<file path="src/rtl/bm_memory_fifo_ctrl_if.sv">
//------------------------------------------------------------------------------
// Module : bm_memory_fifo_ctrl_if
// Brief  : Producer stream, consumer stream, memory port and status bundle
// Rev    : 1.0
//------------------------------------------------------------------------------
`default_nettype none

interface bm_memory_fifo_ctrl_if #(
    parameter int BITS   = 2,
    parameter int ADDR_W = 2
) ();
    logic              in_valid;
    logic              in_ready;
    logic [BITS-1:0]   in_data;

    logic              mem_we;
    logic [ADDR_W-1:0] mem_waddr;
    logic [BITS-1:0]   mem_wdata;
    logic [ADDR_W-1:0] mem_raddr;
    logic [BITS-1:0]   mem_rdata;

    logic              out_valid;
    logic              out_ready;
    logic [BITS-1:0]   out_data;

    logic              full;
    logic              empty;
    logic [ADDR_W:0]   level;

    modport master (
        input  in_valid, in_data, mem_rdata, out_ready,
        output in_ready, mem_we, mem_waddr, mem_wdata, mem_raddr,
        output out_valid, out_data, full, empty, level
    );

    modport slave (
        output in_valid, in_data, mem_rdata, out_ready,
        input  in_ready, mem_we, mem_waddr, mem_wdata, mem_raddr,
        input  out_valid, out_data, full, empty, level
    );
endinterface

`default_nettype wire

</file>
<file path="src/rtl/bm_memory_fifo_ctrl.sv">
//------------------------------------------------------------------------------
// Module : bm_memory_fifo_ctrl
// Brief  : Pointer/count controller around a 4-entry memory, FWFT output stage
// Rev    : 1.0
//------------------------------------------------------------------------------
`default_nettype none

module bm_memory_fifo_ctrl #(
    parameter int BITS   = 2,
    parameter int ADDR_W = 2,
    parameter int DEPTH  = 2**ADDR_W
) (
    input  logic                  clock,
    input  logic                  reset_n,
    input  logic                  flush,
    bm_memory_fifo_ctrl_if.master bus
);

    localparam logic [ADDR_W:0] C_DEPTH = (ADDR_W+1)'(DEPTH);
    localparam logic [ADDR_W:0] C_ZERO  = '0;

    logic [ADDR_W-1:0] r_wr_ptr;
    logic [ADDR_W-1:0] r_rd_ptr;
    logic [ADDR_W:0]   r_count;
    logic              r_out_valid;
    logic [BITS-1:0]   r_out_data;

    logic              w_in_ready;
    logic              w_push;
    logic              w_load;

    // Load looks only at registered occupancy, so a word written this edge waits one cycle.
    assign w_in_ready = reset_n & ~flush & (r_count != C_DEPTH);
    assign w_push     = bus.in_valid & w_in_ready;
    assign w_load     = (r_count != C_ZERO) & (~r_out_valid | bus.out_ready);

    always_ff @(posedge clock) begin
        if (!reset_n || flush) begin
            r_wr_ptr    <= '0;
            r_rd_ptr    <= '0;
            r_count     <= '0;
            r_out_valid <= 1'b0;
            r_out_data  <= '0;
        end else begin
            if (w_push) begin
                r_wr_ptr <= r_wr_ptr + 1'b1;
            end
            if (w_load) begin
                r_out_data  <= bus.mem_rdata;
                r_out_valid <= 1'b1;
                r_rd_ptr    <= r_rd_ptr + 1'b1;
            end else if (r_out_valid && bus.out_ready) begin
                r_out_valid <= 1'b0;
            end
            unique case ({w_push, w_load})
                2'b10:   r_count <= r_count + 1'b1;
                2'b01:   r_count <= r_count - 1'b1;
                default: r_count <= r_count;
            endcase
        end
    end

    assign bus.in_ready  = w_in_ready;
    assign bus.mem_we    = w_push;
    assign bus.mem_waddr = r_wr_ptr;
    assign bus.mem_wdata = bus.in_data;
    assign bus.mem_raddr = r_rd_ptr;
    assign bus.out_valid = r_out_valid;
    assign bus.out_data  = r_out_data;
    assign bus.full      = (r_count == C_DEPTH);
    assign bus.empty     = (r_count == C_ZERO) & ~r_out_valid;
    assign bus.level     = r_count + {{ADDR_W{1'b0}}, r_out_valid};

endmodule

`default_nettype wire

</file>
<file path="src/flat_wrapper.sv">
// flat-port wrapper written by rule: the top's interface ports become plain ports
module bm_memory_fifo_ctrl_flat 
#(
    parameter int BITS   = 2,
    parameter int ADDR_W = 2,
    parameter int DEPTH  = 2**ADDR_W
)
  (clock, reset_n, flush, bus_in_valid, bus_in_data, bus_mem_rdata, bus_out_ready, bus_in_ready, bus_mem_we, bus_mem_waddr, bus_mem_wdata, bus_mem_raddr, bus_out_valid, bus_out_data, bus_full, bus_empty, bus_level);
  bm_memory_fifo_ctrl_if #(.BITS(BITS), .ADDR_W(ADDR_W)) bus_i ();
  input  logic clock;
  input  logic reset_n;
  input  logic flush;
  input wire logic [$bits(bus_i.in_valid)-1:0] bus_in_valid;
  input wire logic [$bits(bus_i.in_data)-1:0] bus_in_data;
  input wire logic [$bits(bus_i.mem_rdata)-1:0] bus_mem_rdata;
  input wire logic [$bits(bus_i.out_ready)-1:0] bus_out_ready;
  output wire logic [$bits(bus_i.in_ready)-1:0] bus_in_ready;
  output wire logic [$bits(bus_i.mem_we)-1:0] bus_mem_we;
  output wire logic [$bits(bus_i.mem_waddr)-1:0] bus_mem_waddr;
  output wire logic [$bits(bus_i.mem_wdata)-1:0] bus_mem_wdata;
  output wire logic [$bits(bus_i.mem_raddr)-1:0] bus_mem_raddr;
  output wire logic [$bits(bus_i.out_valid)-1:0] bus_out_valid;
  output wire logic [$bits(bus_i.out_data)-1:0] bus_out_data;
  output wire logic [$bits(bus_i.full)-1:0] bus_full;
  output wire logic [$bits(bus_i.empty)-1:0] bus_empty;
  output wire logic [$bits(bus_i.level)-1:0] bus_level;
  assign bus_i.in_valid = bus_in_valid;
  assign bus_i.in_data = bus_in_data;
  assign bus_i.mem_rdata = bus_mem_rdata;
  assign bus_i.out_ready = bus_out_ready;
  assign bus_in_ready = bus_i.in_ready;
  assign bus_mem_we = bus_i.mem_we;
  assign bus_mem_waddr = bus_i.mem_waddr;
  assign bus_mem_wdata = bus_i.mem_wdata;
  assign bus_mem_raddr = bus_i.mem_raddr;
  assign bus_out_valid = bus_i.out_valid;
  assign bus_out_data = bus_i.out_data;
  assign bus_full = bus_i.full;
  assign bus_empty = bus_i.empty;
  assign bus_level = bus_i.level;
  bm_memory_fifo_ctrl #(.BITS(BITS), .ADDR_W(ADDR_W), .DEPTH(DEPTH)) u_core (.clock(clock), .reset_n(reset_n), .flush(flush), .bus(bus_i));
endmodule
</file>
<file path="config.mk">
export PLATFORM = sky130hd
export DESIGN_NAME = bm_memory_fifo_ctrl_flat
export DESIGN_NICKNAME = d
export VERILOG_FILES = /design/src/rtl/bm_memory_fifo_ctrl_if.sv /design/src/rtl/bm_memory_fifo_ctrl.sv /design/src/flat_wrapper.sv
export SDC_FILE = /design/constraint.sdc
export NUM_CORES = 1
export LEC_CHECK = 0
export CAP_MARGIN = 40
export CORE_AREA = 4 4 42 44
export DETAILED_ROUTE_END_ITERATION = 7
export DIE_AREA = 0 0 46 48
export DONT_BUFFER_PORTS = 1
export GPL_TIMING_DRIVEN = 0
export PLACE_DENSITY = 0.62
export SETUP_SLACK_MARGIN = 0.2
export SLEW_MARGIN = 10
export SYNTH_ARGS = -nofsm -noshare
export SYNTH_HDL_FRONTEND = slang
export SYNTH_SLANG_ARGS = --single-unit
</file>
<file path="constraint.sdc">
create_clock -name clock -period 5.8 [get_ports clock]
set_input_delay 1.45 -clock clock [delete_from_list [all_inputs] [get_ports clock]]
set_output_delay 1.45 -clock clock [all_outputs]
set_load 0.01 [all_outputs]
</file>
==> impl_results.md, run 1 <==
* Antenna Violating Nets Remaining at 0
* Psw at 35.8 uW
* I/O pin total at 25
* FF-to-FF Start: u_core.r_count[2]$_SDFFE_PP0P_
* Grt met1 use at 14.3%
* Final Hold Vio Count at 0
* CP max stage cell: clkbuf_1
* Die Ht at 48 um
* CTS buffer count at 3
* CTS tree: built
* Initial Util at 36.8%
* Tcrit/Tclk final at 61.1%
* Int Power at 114 uW
* Slew Limit Fails at 0
* Grt met3 use at 6.39%
* Seq/Total Area, Yosys at 37.8%
* Crit. End Element: output port
* Vias per inst at 5.24
* Leakage at 0.227 nW
* RSZ-0062 raised after global routing: no
* Slew Limit Headroom at 68.2%
* Worst skew pair latency at 0.26 ns
* Clk root buf: clkbuf_4
* F_max at 282 MHz
* Mapped Avg Cell Area at 8.40 sq um
* Wire length per cell at 12.9 um
* Core Region at 1440 sq um
* Final cell count without fillers at 83
* Std cell rows at 14
* Unique masters post-synth at 21
* DP HPWL at 814 um
* PortBufs at 0
* Logic pwr share at 10.2%
* Share of cells above drive strength 1 at 13.4%
* Wire length of the first global-routing pass at 1750 um
* Setup Total Neg Slack at 0 ns
* Area growth, synth to finish at 10.6%
* Async SR Flop Fraction at 0%
* Critical Path End: bus_in_ready
* Endpoints failing setup at 0
* Switching Share at 23.8%
* Worst-path maximum fanout at 10
* Total global-route track usage at 11.2%
* Post-CTS Hold Buffers at 0
* Finished Cell Area at 586 sq um
* Clock transition at path regs at 0.06 ns
* RD Place Congestion at 0.705
* RR Endpoint: u_core.r_count[2]$_SDFFE_PP0P_
* Net count, final at 81
* Via count at 435
* Largest net degree at the start of global routing at 11
* Reg2Reg Setup Slack at 3.40 ns
* Peak supply drop at 0.171 mV
* Resized cells post-CTS at 0
* Syn Std Cell Area at 529 sq um
* Critical Path AT at 2.09 ns
* Worst r2r path cells at 8
* GRT Residual Overflow at 0
* Worst-margin pin slew at 0.475 ns
* Sequential share of power at 48.4%
* Final core utilization at 40.8%
* Beginning of the critical path: flush
* Initial antenna violation count at 0
* Placed inst area at 549 sq um
* Type of origin of the critical path: input pin
* Post-Route WL at 1070 um
* Deepest clock path buffer count at 2
* Status: complete, no violations
* Cell Pwr Density at 256 nW/um^2
* TritonRoute pass-1 iters at 4
* Max Cap Viol at 0
* Ant. Diodes at 0
* Number of DRC markers in iteration 0 at 7
* Slowest cell delay on critical path at 0.37 ns
* Worst-path cell chain: nand2b_1 -> clkbuf_1 -> nor2_1
* Synth Flop Type: dfxtp_1
* Worst EP required at 4.35 ns
* Dpl cells at 79
* Hold Crit Class: flop to flop
* Clock power share at 41.5%
* Layout filler cell count at 151
* Ys Warns at 0
* Die X at 46 um
* WS Path Type: input pin to output port
* DRC viols at 0
* Post-CTS setup buffers at 0
* Cells after Synth at 63
* Syn Nets at 76
* Die area at 2210 sq um
* Number of flops mapped to enable cells by yosys at 0
* Min Tclk post-route at 3.54 ns
* Vias in the first global route at 395
* Yosys reg bits at 10
* Gr busiest metal: met2
* M2 GR Usage at 16.8%
* Post-route clock skew at 0.00252 ns
* H-tree depth at 1
* Clock sinks at 10
-- synthesized netlist by cell type (all sizes together), types with 2 or more instances --
| cell | count | share of area, % |
|---|---|---|
| a21oi | 9 | 8.5 |
| buf | 2 | 2.8 |
| dfxtp | 10 | 38 |
| ha | 3 | 7.1 |
| inv | 6 | 4.3 |
| nand2b | 2 | 2.4 |
| nand3 | 3 | 2.8 |
| nor2 | 6 | 4.3 |
| o21ai | 6 | 5.7 |
| or3 | 5 | 5.9 |
| xor2 | 3 | 5.0 |
-- per-stage QoR --
stage          setup WS [ns]  power (mW)  hold WS [ns]
2_1_floorplan           2.30      0.0867         0.496
3_3_place_gp            2.26      0.0893         0.507
3_5_place_dp            2.24      0.0895         0.526
4_1_cts                 2.23       0.155         0.537
5_1_grt                 2.13       0.160         0.559
6_report                2.26       0.150         0.529
-- flip-flops by register name (all words and copies together), names as in the netlist --
signal / flops
u_core.bus.out_valid: 1
u_core.r_count: 3
u_core.bus.out_data: 2
u_core.bus.mem_raddr: 2
u_core.bus.mem_waddr: 2
-- critical path: cells and delay by family --
kind / cells / cell delay (ns)
buf+inv: 1 / 0.37
simple gates: 2 / 0.28
-- worst min-delay path by stage --
stage,end,cells past startpoint,start,slack (ns)
final,u_core.bus.out_data[1]$_SDFFE_PP0P_,2,u_core.bus.out_data[1]$_SDFFE_PP0P_,0.53
after global routing,u_core.bus.out_data[0]$_SDFFE_PP0P_,2,u_core.bus.out_data[0]$_SDFFE_PP0P_,0.56
after CTS,u_core.bus.out_data[0]$_SDFFE_PP0P_,2,u_core.bus.out_data[0]$_SDFFE_PP0P_,0.54
after detailed placement,u_core.bus.out_data[1]$_SDFFE_PP0P_,2,u_core.bus.out_data[1]$_SDFFE_PP0P_,0.53
after global placement,u_core.bus.mem_raddr[1]$_SDFFE_PP0P_,2,u_core.bus.mem_raddr[1]$_SDFFE_PP0P_,0.51
after floorplan,u_core.bus.mem_raddr[1]$_SDFFE_PP0P_,2,u_core.bus.mem_raddr[1]$_SDFFE_PP0P_,0.50
-- layout by cell type, fill, tap and decap left out, types with 2 or more instances in the layout --
master and n:
nand2b_1 2, or3_1 5, dfxtp_1 10, clkbuf_4 3, xor2_1 3, nand3_1 3
ha_1 3, nor2_1 6, inv_1 5, o21ai_1 2, o21ai_0 4, buf_4 2
a21oi_1 9
-- logic make-up (layout without fill, tap and decap cells) --
family                     after synthesis  after routing  share of synthesized area, %
AOI/OAI and AO/OA                       16             16                          15.6
adders and majority gates                4              4                          10.9
DFF                                     10             10                          37.8
xor gates and xnor gates                 3              3                          4.97
and+or+nand+nor                         21             21                          22.9
buffers and inverters                    9             13                          7.80
-- metal layers --
metal,part of all wire [%],vias to the layer above
met5,0,-
met4,0,0
met3,13,0
met2,44,24
met1,43,190
li1,-,221
-- cell type report --
cell class                      count  area, sq um  share of cell area [%]
Tap cell                           16         20.0                    3.42
Sequential cell                    10          200                    34.2
Clock buffer                        4         36.3                    6.20
Inverter                            6         22.5                    3.85
Multi-Input combinational cell     44          288                    49.1
Buffer                              3         18.8                    3.21
-- power groups by stage --
stage                     clock network [mW]  registers, mW  logic [mW]
after floorplan                            0         0.0736      0.0131
after global placement                     0         0.0741      0.0152
after detailed placement                   0         0.0742      0.0153
after CTS                             0.0670         0.0725      0.0154
after global routing                  0.0701         0.0729      0.0173
final                                 0.0622         0.0725      0.0152
Power figures use the tool's default switching activity.
==> run 2, diff against run 1 <==
- PLACE_DENSITY: 0.62 -> 0.64
- clock period: 5.8 -> 3.2 ns (I/O delays scaled with it)
==> run 2 against run 1 <==
Cell count unchanged. Largest cell class unchanged. Sequential share of layout area unchanged. Critical path type is now flop to flop. Utilization unchanged. Via count up 2.5%. Critical endpoint is now u_core.r_count[2]$_SDFFE_PP0P_.
==> impl_results.md, run 2 (same netlist as run 1, synthesis figures left out) <==
* Die X at 46 um (unchanged)
* Wire length per cell at 12.8 um (-0.19%)
* Gr busiest metal: met2
* Leakage at 0.227 nW (unchanged)
* Cell Pwr Density at 470 nW/um^2 (+83%)
* Top reg by flops: u_core.r_count
* Deepest clock path buffer count at 2 (unchanged)
* Worst-path maximum fanout at 7 (-3)
* Vias in the first global route at 389 (-1.5%)
* Post-CTS Hold Buffers at 0 (unchanged)
* Final cell count without fillers at 83 (unchanged)
* WS Path Type: flop to flop
* Endpoints failing setup at 0 (unchanged)
* Area growth, synth to finish at 10.6% (unchanged)
* Grt met1 use at 14.5% (+0.19 points)
* Dpl cells at 79 (unchanged)
* Initial Util at 36.8% (unchanged)
* Peak supply drop at 0.229 mV (+34%)
* GRT Residual Overflow at 0 (unchanged)
* Layout filler cell count at 155 (+2.6%)
* Post-Route WL at 1070 um (-0.19%)
* CTS buffer count at 3 (unchanged)
* Post-route clock skew at 0.000664 ns (-0.00186 ns)
* Antenna Violating Nets Remaining at 0 (unchanged)
* Setup ws final at 0.777 ns (-1.48 ns)
* F_max at 413 MHz
* Ant. Diodes at 0 (unchanged)
* Multi-input gate area at 288 sq um (unchanged)
* Worst EP required at 3.40 ns (-0.95 ns)
* Core Region at 1440 sq um (unchanged)
* Hold Crit Class: flop to flop
* Most common cell after layout, fill and taps aside: dfxtp_1
* Worst skew pair latency at 0.27 ns (about the same)
* Initial antenna violation count at 0 (unchanged)
* Wire length of the first global-routing pass at 1750 um (-0.40%)
* Net count, final at 81 (unchanged)
* Share of cells above drive strength 1 at 13.4% (unchanged)
* TritonRoute pass-1 iters at 2 (-2)
* Vias per inst at 5.37 (+2.5%)
* M2 GR Usage at 15.7% (-1.1 points)
* Grt met3 use at 6.39% (unchanged)
* Commonest cells after routing, fill and taps aside: 10 x dfxtp_1, 9 x a21oi_1, 6 x nor2_1
* Clock sinks at 10 (unchanged)
* PortBufs at 0 (unchanged)
* Critical Path AT at 2.62 ns (+0.53 ns)
* Die area at 2210 sq um (unchanged)
* Max FFs per register at 3 (unchanged)
* Crit. End Element: flop
* DRC viols at 0 (unchanged)
* RD Place Congestion at 0.728 (+3.3%)
* RSZ-0062 raised after global routing: no
* Tcrit/Tclk final at 75.7%
* DP HPWL at 808 um (-0.70%)
* Register area at 200 sq um (unchanged)
* Worst-margin pin slew at 0.467 ns (-0.00761 ns)
* Number of DRC markers in iteration 0 at 10 (+3)
* Min Tclk post-route at 2.42 ns
* Placement Setup Slack at 0.770 ns (-1.47 ns)
* Die Ht at 48 um (unchanged)
* Clk root buf: clkbuf_4
* I/O pin total at 25 (unchanged)
* Largest net degree at the start of global routing at 11 (unchanged)
* Status: complete, no violations
* CTS tree: built
* Slew Limit Headroom at 68.7% (+0.51 points)
* Max Cap Viol at 0 (unchanged)
* Resized cells post-CTS at 0 (unchanged)
* Std cell rows at 14 (unchanged)
* Total global-route track usage at 11.2% (about the same)
* Via count at 446 (+2.5%)
* Clock transition at path regs at 0.07 ns (about the same)
* Type of origin of the critical path: flop
* Setup Total Neg Slack at 0 ns (unchanged)
* Slew Limit Fails at 0 (unchanged)
* Final Hold Vio Count at 0 (unchanged)
* Post-CTS setup buffers at 0 (unchanged)
* H-tree depth at 1 (unchanged)
## run 2: cell counts in the layout (fill, tap and decap cells not counted)
Identical to the previous run, type by type.
## run 2: power by group
group / total (mW) / switching [mW] / internal (mW)
clock network: 0.116 / 0.0468 / 0.0691
registers: 0.131 / 0.00429 / 0.127
logic: 0.0277 / 0.0168 / 0.0109
total: 0.275 / 0.0678 / 0.207
## run 2: layer usage
layer / routed length (um) / part of all wire, %
met1: 486 / 46
met2: 463 / 43
met3: 114 / 11
met4: 0 / 0
met5: 0 / 0
## run 2: path summary, 6_finish.rpt
| kind | from | cells past startpoint | slack (ns) | endpoint |
|---|---|---|---|---|
| hold / removal | u_core.bus.out_data[0]$_SDFFE_PP0P_ | 2 | 0.52 | u_core.bus.out_data[0]$_SDFFE_PP0P_ |
| hold reg to reg | u_core.bus.out_data[0]$_SDFFE_PP0P_ | 2 | 0.52 | u_core.bus.out_data[0]$_SDFFE_PP0P_ |
| setup / recovery | u_core.r_count[2]$_SDFFE_PP0P_ | 8 | 0.78 | u_core.r_count[2]$_SDFFE_PP0P_ |
| setup reg to reg | u_core.r_count[2]$_SDFFE_PP0P_ | 8 | 0.78 | u_core.r_count[2]$_SDFFE_PP0P_ |
## run 2: cell type report
cell class,count,area share (%)
multi-input cells,44,49.1
well taps,16,3.42
clock buffers,4,6.20
flip-flops and latches,10,34.2
inverters,6,3.85
plain buffers,3,3.21
## run 2: metrics by stage
stage	cell area (sq um)	hold slack (ns)	util (%)	total power [mW]
after global placement	549	0.509	38.2	0.162
after CTS	586	0.527	40.8	0.281
after global routing	586	0.540	40.8	0.290
after floorplan	529	0.496	-	0.157
after detailed placement	549	0.516	38.2	0.163
final	586	0.522	40.8	0.275
## run 2: worst max-delay path, cell delays in order (launching register included)
cell     delay [ns]
dfxtp_1        0.43
nor3b_2        0.46
or3_1          0.22
ha_1           0.19
inv_1          0.06
fa_1           0.38
xor2_1         0.16
or3_1          0.31
a21oi_1        0.14
